### config.mk
export PLATFORM = sky130hd
export DESIGN_NAME = instruction_cache
export DESIGN_NICKNAME = d
export VERILOG_FILES = /design/src/rtl/instruction_cache_pkg.sv /design/src/rtl/icache_word_select.sv /design/src/rtl/instruction_cache.sv
export SDC_FILE = /design/constraint.sdc
export NUM_CORES = 1
export LEC_CHECK = 0
export CORE_ASPECT_RATIO = 0.7
export CORE_MARGIN = 3
export CORE_UTILIZATION = 60
export DETAILED_ROUTE_END_ITERATION = 6
export GPL_TIMING_DRIVEN = 1
export PLACE_DENSITY = 0.88
export SLEW_MARGIN = 10
export SYNTH_ARGS = -nofsm -noshare
export SYNTH_HDL_FRONTEND = slang
export SYNTH_HIERARCHICAL = 1
export SYNTH_SLANG_ARGS = --single-unit
### constraint.sdc
create_clock -name clock -period 12.84 [get_ports clock]
set_input_delay 3.21 -clock clock [delete_from_list [all_inputs] [get_ports clock]]
set_output_delay 3.21 -clock clock [all_outputs]
set_load 0.005 [all_outputs]
### src/rtl/instruction_cache_pkg.sv
// Shared constants and state encoding for the instruction cache and its helpers.
// Address layout: {tag[9:7], index[6:4], word[3:2], byte[1:0]}.
package instruction_cache_pkg;

    localparam int ADDR_W     = 10;
    localparam int TAG_W      = 3;
    localparam int INDEX_W    = 3;
    localparam int OFFSET_LSB = 2;
    localparam int BLOCK_W    = 128;
    localparam int WORD_W     = 32;
    localparam int MEM_ADDR_W = TAG_W + INDEX_W;

    typedef enum logic [1:0] {
        IDLE     = 2'd0,
        MEM_READ = 2'd1,
        UPDATE   = 2'd2
    } icache_state_e;

endpackage

### src/rtl/icache_word_select.sv
// Picks one 32-bit word out of a 128-bit cache block; word 0 sits in the low bits.
module icache_word_select
    import instruction_cache_pkg::*;
(
    input  logic [BLOCK_W-1:0] block_i,
    input  logic [1:0]         offset_i,
    output logic [WORD_W-1:0]  word_o
);

    assign word_o = block_i[offset_i * WORD_W +: WORD_W];

endmodule

### src/rtl/instruction_cache.sv
// Direct-mapped read-only instruction cache. Hits answer combinationally;
// misses stall the CPU through MEM_READ and UPDATE while the block is refilled.
module instruction_cache
    import instruction_cache_pkg::*;
#(
    parameter int NUM_BLOCKS  = 8,
    parameter int BLOCK_BYTES = 16,
    parameter int ADDR_W      = 10
) (
    input  logic                  clock,
    input  logic                  reset,
    input  logic                  cpu_read,
    input  logic [ADDR_W-1:0]     cpu_address,
    output logic [WORD_W-1:0]     cpu_instruction,
    output logic                  cpu_busywait,
    output logic                  mem_read,
    output logic [MEM_ADDR_W-1:0] mem_address,
    input  logic [BLOCK_W-1:0]    mem_readdata,
    input  logic                  mem_busywait
);

    localparam int OFF_W = $clog2(BLOCK_BYTES);
    localparam int IDX_W = $clog2(NUM_BLOCKS);
    localparam int TG_W  = ADDR_W - IDX_W - OFF_W;

    icache_state_e            state_q;
    logic [NUM_BLOCKS-1:0]    valid_q;
    logic [TG_W-1:0]          tag_q  [NUM_BLOCKS];
    logic [BLOCK_W-1:0]       data_q [NUM_BLOCKS];
    logic [TG_W+IDX_W-1:0]    miss_addr_q;

    logic [TG_W-1:0]          tag;
    logic [IDX_W-1:0]         idx;
    logic [1:0]               off;
    logic [IDX_W-1:0]         miss_idx;
    logic                     hit;
    logic [WORD_W-1:0]        sel_word;
    logic                     unused_byte_bits;

    assign tag              = cpu_address[ADDR_W-1 -: TG_W];
    assign idx              = cpu_address[OFF_W +: IDX_W];
    assign off              = cpu_address[OFFSET_LSB +: 2];
    assign unused_byte_bits = ^cpu_address[OFFSET_LSB-1:0];
    assign miss_idx         = miss_addr_q[IDX_W-1:0];

    assign hit = valid_q[idx] && (tag_q[idx] == tag);

    icache_word_select u_word_select (
        .block_i  (data_q[idx]),
        .offset_i (off),
        .word_o   (sel_word)
    );

    assign cpu_instruction = hit ? sel_word : '0;
    assign mem_read        = (state_q == MEM_READ);
    assign mem_address     = miss_addr_q;

    always_comb begin
        cpu_busywait = 1'b1;
        if (state_q == IDLE) cpu_busywait = cpu_read && !hit;
    end

    // A miss is only accepted once the memory is quiet, so a refill dropped by
    // reset cannot have its late completion mistaken for the new request.
    always_ff @(posedge clock or negedge reset) begin
        if (!reset) begin
            state_q     <= IDLE;
            valid_q     <= '0;
            miss_addr_q <= '0;
        end else begin
            case (state_q)
                IDLE: begin
                    if (cpu_read && !hit && !mem_busywait) begin
                        miss_addr_q <= {tag, idx};
                        state_q     <= MEM_READ;
                    end
                end
                MEM_READ: begin
                    if (!mem_busywait) state_q <= UPDATE;
                end
                UPDATE: begin
                    valid_q[miss_idx] <= 1'b1;
                    state_q           <= IDLE;
                end
                default: state_q <= IDLE;
            endcase
        end
    end

    // Tag and data storage carry no reset; the valid bits alone gate hits.
    always_ff @(posedge clock) begin
        if (state_q == UPDATE) begin
            data_q[miss_idx] <= mem_readdata;
            tag_q[miss_idx]  <= miss_addr_q[TG_W+IDX_W-1 -: TG_W];
        end
    end

endmodule

==> results of run 1 <==
-- state kept, by name, indices dropped and copies added (netlist names) --
signal	flops
data_q	1024
mem_address	6
state_q	2
tag_q	24
valid_q	8
-- area by class of cell --
cell class,instances,area [µm²]
clock buffers,116,2490
flip-flops and latches,1064,31900
clock inverters,56,602
diodes,14,35.0
well taps,891,1110
multi-input cells,512,8780
fillers,3593,20100
repair buffers,199,2060
-- where the power goes --
group          internal (mW)  switching (mW)  total, mW
combinational          0.246           0.262      0.508
clock                   1.60            1.25       2.85
sequential              3.93          0.0451       3.98
-- synth_stat cells --
master and number:
edfxtp_1 1048, mux4_2 292, mux2_2 131, and2_1 32, clkbuf_1 32, buf_2 31
dfrtp_1 16, buf_1 15, nor2_1 9, or2_2 8, mux2_4 6, nand2_1 4
nand2b_1 4, nor3_1 4, buf_12 3, buf_6 3, mux2i_1 3, nor2b_1 3
o21ai_0 3, mux4_1 2, a21oi_1 1, a22o_1 1, mux2i_4 1, nand3b_1 1
nand4b_2 1, nor2_2 1, o21ai_4 1, o22ai_1 1, or3b_2 1, xnor2_2 1
xor2_1 1
-- metrics by stage --
| stage | area, µm² | worst slack (ns) | util | std cells |
|---|---|---|---|---|
| floorplan | 41000 | 2.09 | - | 1660 |
| global placement | 43800 | 2.82 | 0.654 | 2666 |
| detailed placement | 43800 | 2.81 | 0.654 | 2666 |
| CTS | 46900 | 2.79 | 0.700 | 2838 |
| global route | 46900 | 2.74 | 0.700 | 2844 |
| finish | 46900 | 2.77 | 0.701 | 2852 |
-- cell families (layout without fill, tap and decap cells) --
family	count (synthesis)	count (layout)	share of synthesized area
flops	1064	1064	0.777
simple gates	68	68	0.00976
compound gates	7	7	0.00125
mux	435	435	0.201
xor+xnor	2	2	0.000610
buf+inv	84	371	0.0104
other cells	0	14	0
-- critical path, cell delays in order --
cell,delay [ns]
buf_6,0.60
buf_4,0.64
buf_4,0.66
mux2_2,0.44
mux4_2,0.48
and2_1,0.22
clkdlybuf4s50_1,0.48
-- path summary, 6_finish.rpt --
path / depth (start not counted) / end / startpoint / slack, ns
min: 1 / valid_q[4]$_DFFE_PN0P_ / valid_q[4]$_DFFE_PN0P_ / 0.47
max reg2reg: 4 / data_q[7][58]$_DFFE_PP_ / state_q[0]$_DFFE_PN0P_ / 8.79
min in group asynchronous: 1 / mem_address[5]$_DFFE_PN0P_ / reset / 3.02
min reg2reg: 1 / valid_q[4]$_DFFE_PN0P_ / valid_q[4]$_DFFE_PN0P_ / 0.47
max: 7 / cpu_instruction[31] / cpu_address[6] / 2.77
max in group asynchronous: 1 / valid_q[7]$_DFFE_PN0P_ / reset / 9.33
-- per-layer routing --
layer,up-vias,global-route usage,part of all wire
met5,-,0,0.0023
met4,36,0.0734,0.024
met3,207,0.0998,0.12
met2,1255,0.409,0.48
met1,9915,0.369,0.37
li1,7563,-,-
==> out/results.tsv, run 1 <==
metric	value	unit
CTS Sinks	1064	
clk root buf	clkbuf_16	
layout cells sized above 1	0.312	
top post-synthesis cells by area	edfxtp_1 (77%), mux4_2 (16%), mux2_2 (3.6%), dfrtp_1 (0.98%), and2_1 (0.49%)	
Worst Path Required	9.63	ns
cell row count	79	
WL final	93.7	mm
Yosys reg bits	1064	
Hold Vio Cnt, Final	0	
Reg clk slew, reported paths	0.06	ns
DRT iter0 DRCs	2627	
Fmax	99.3	MHz
hold-fix buffers at CTS	0	
kind of start point of the critical path	input port	
commonest non-fill, non-tap cell in the layout	edfxtp_1	
post-CTS resize count	0	
Syn Nets	1802	
worst-margin pin slew	1.08	ns
total congestion overflow	0	
Top Ports	182	
Post-Syn Area	41000	µm²
total power	7.33	mW
post-synthesis cell count	1660	
RSZ-0062 raised after global routing	no	
clock buffer depth	3	
Synth Area per Inst	24.7	µm²
Post-Route Setup TNS	0	ns
TritonCTS Buffers	94	
Synth-to-Final Area Change	14.5	%
Final ANT Viol Nets	0	
Worst Hold Slack	0.466	ns
IO Port Bufs	179	
Max Slew Vio Count	0	
final worst-path cycle share	0.784	
first-pass GRT wire length	138	mm
initial antenna violation count	31	
routability cong.	0.751	
DR vias/cell	6.65	
Rel. slew slack	0.280	
CORE AREA	67000	µm²
CP Class	input port to output pin	
worst-path fanout max	67	
synthesis warning total	6	
Max-Cap Viols	0	
HPWL after DPL	45.7	mm
count of final setup violators	0	
worst path arrival time	6.86	ns
clock insertion delay at the later pin of the skew report	0.67	ns
vias in the first global route	19600	
die height	225	µm
peak supply drop	0.000135	V
worst min-delay path class	flop to flop	
largest net degree at the start of global routing	133	
area fraction of the dominant cell type after synthesis	0.767	
clk_skew	0.0208	ns
GRT Util Overall	0.267	
Cell Pwr Density	156	nW/µm²
CP Capture Type	output pin	
Seq/Total Area, Yosys	0.777	
drt pass-1 iters	5	
chip width	319	µm
die area	71600	µm²
Yosys cell types	31	
H-tree levels	3	
largest area contributor in the netlist	edfxtp_1	
Leak Pwr	14.6	nW
nets	2013	
DR vias	19000	
status	finished clean	
leading cell types in the layout, fill and taps excluded	edfxtp_1 (1048), mux4_2 (292), clkdlybuf4s50_1 (174)	
DRC	0	
post-layout minimum cycle time	10.07	ns
Starting Density	0.612	
setup bufs post-CTS	0	
wire length per cell	32.9	µm
CTS tree	built	
Note: power is estimated with default switching activity, not from simulation.
==> run 2: changes to the inputs <==
Settings changed: CORE_UTILIZATION 60 to 54, PLACE_DENSITY 0.88 to 0.84.
Clock period 12.84 ns to 8.5 ns, I/O delays scaled along.
==> out/results.tsv, run 2 (synthesized netlist as in run 1, its figures left out) <==
metric	value	unit	change
Post-Route Setup TNS	0	ns	unchanged
peak supply drop	0.000251	V	was 0.000135 V
Internal	8.79	mW	was 5.78 mW
Largest register FFs	1024		unchanged
total congestion overflow	0		unchanged
Fmax	132	MHz	
CTS Sinks	1064		unchanged
Hold Vio Cnt, Final	0		unchanged
CP Class	input port to output pin		unchanged
post-CTS resize count	0		unchanged
clk_skew	0.0197	ns	was 0.0208 ns
total power	11.1	mW	was 7.33 mW
hold-fix buffers at CTS	0		unchanged
die area	79400	µm²	was 71600 µm²
clock share of power	0.392		was 0.389
CP Capture Type	output pin		unchanged
first-pass GRT wire length	130	mm	was 138 mm
Top Ports	182		unchanged
HPWL after DPL	43.0	mm	was 45.7 mm
chip width	335	µm	was 319 µm
clk root buf	clkbuf_16		unchanged
vias in the first global route	19500		was 19600
hold depth	1		unchanged
final worst-path cycle share	0.895		
wire length per cell	29.4	µm	was 32.9 µm
DR vias/cell	6.27		was 6.65
worst-margin pin slew	1.05	ns	was 1.08 ns
beginning of the worst hold path	valid_q[2]$_DFFE_PN0P_		was valid_q[4]$_DFFE_PN0P_
worst path arrival time	5.48	ns	was 6.86 ns
DRC	0		unchanged
Synth-to-Final Area Change	15.1	%	was 14.5%
post-layout minimum cycle time	7.60	ns	
nets	2017		was 2013
Reg clk slew, reported paths	0.06	ns	about the same
r2r setup slk	5.04	ns	was 8.79 ns
cell row count	83		was 79
Starting Density	0.552		was 0.612
CORE AREA	74300	µm²	was 67000 µm²
Leak Pwr	14.7	nW	was 14.6 nW
Largest regs	data_q x1024, tag_q x24, valid_q x8		unchanged
Final ANT Viol Nets	0		unchanged
Worst Hold Slack	0.480	ns	was 0.466 ns
routability cong.	0.718		was 0.751
worst min-delay path class	flop to flop		unchanged
DRT iter0 DRCs	2337		was 2627
commonest non-fill, non-tap cell in the layout	edfxtp_1		unchanged
largest reg by FF count	data_q		unchanged
drt pass-1 iters	5		unchanged
combinational share of power	0.068		was 0.069
hold endpoint	valid_q[2]$_DFFE_PN0P_		was valid_q[4]$_DFFE_PN0P_
RSZ-0062 raised after global routing	no		unchanged
die height	237	µm	was 225 µm
leading cell types in the layout, fill and taps excluded	edfxtp_1 (1048), mux4_2 (292), clkdlybuf4s50_1 (174)		unchanged
clock buffer depth	3		unchanged
status	finished clean		unchanged
reg2reg end	data_q[3][89]$_DFFE_PP_		was data_q[7][58]$_DFFE_PP_
Sw Ratio	0.209		was 0.212
Max-Cap Viols	0		unchanged
IO Port Bufs	179		unchanged
WL final	86.7	mm	was 93.7 mm
worst-path fanout max	54		was 67
net switching power	2.32	mW	was 1.55 mW
worst r2r src	state_q[0]$_DFFE_PN0P_		unchanged
initial antenna violation count	29		was 31
Worst Path Required	6.38	ns	was 9.63 ns
largest net degree at the start of global routing	133		unchanged
TritonCTS Buffers	97		was 94
DR vias	18500		was 19000
Reg2Reg Depth	4		unchanged
kind of start point of the critical path	input port		unchanged
count of final setup violators	0		unchanged
CTS tree	built		unchanged
H-tree levels	3		unchanged
Cell Pwr Density	235	nW/µm²	was 156 nW/µm²
layout cells sized above 1	0.319		was 0.312
setup bufs post-CTS	0		unchanged
Reg power frac	0.541		was 0.542
Rel. slew slack	0.303		was 0.280
GRT Util Overall	0.223		was 0.267
clock insertion delay at the later pin of the skew report	0.66	ns	was 0.67 ns
Max Slew Vio Count	0		unchanged
[run 2: critical path, cell delays in order]
cell	delay, ns
buf_6	0.51
mux4_2	0.40
mux2i_1	0.18
xor2_1	0.21
nand4b_2	0.23
nor2_4	0.65
buf_12	0.28
and2_1	0.29
clkdlybuf4s50_1	0.56
[run 2: worst max path at each step]
stage                                          start                endpoint  slack (ns)  cells past startpoint
after floorplan           mem_address[1]$_DFFE_PN0P_  valid_q[1]$_DFFE_PN0P_        1.39                      3
after global placement                cpu_address[6]     cpu_instruction[13]        0.99                      9
after detailed placement              cpu_address[6]     cpu_instruction[13]        0.92                      9
after CTS                             cpu_address[6]     cpu_instruction[13]        0.93                      9
after global routing                  cpu_address[6]     cpu_instruction[13]        0.74                      9
final                                 cpu_address[6]     cpu_instruction[13]        0.90                      9
[run 2: through the flow]
stage | util | cell area [µm²] | setup slack [ns] | cells
3_3_place_gp | 0.593 | 44000 | 0.986 | 2753
3_5_place_dp | 0.593 | 44000 | 0.916 | 2753
4_1_cts | 0.635 | 47200 | 0.928 | 2932
6_report | 0.636 | 47200 | 0.897 | 2947
5_1_grt | 0.636 | 47200 | 0.736 | 2938
2_1_floorplan | - | 41000 | 1.39 | 1660
[run 2: layout make-up]
class	count	area [µm²]
timing repair buffer	200	2110
antenna	15	37.5
sequential	1064	31900
clock inverter	66	653
fill	4530	27000
tap	977	1220
multi-input combinational	512	8800
clock buffer	113	2530
[run 2: power by group through the flow]
stage | logic (mW) | registers [mW] | clock network [mW]
final | 0.751 | 6.00 | 4.35
after global routing | 0.800 | 6.01 | 4.61
after CTS | 0.757 | 6.00 | 4.42
after detailed placement | 0.746 | 6.11 | 0
after global placement | 0.726 | 6.09 | 0
after floorplan | 0.431 | 6.11 | 0
[run 2: per-layer routing]
layer	wire (µm)	GRT usage	vias to the layer above
met5	210	0	-
met4	1620	0.0630	30
met3	8440	0.0620	150
met1	34300	0.319	9813
li1	-	-	7589
met2	42100	0.343	887
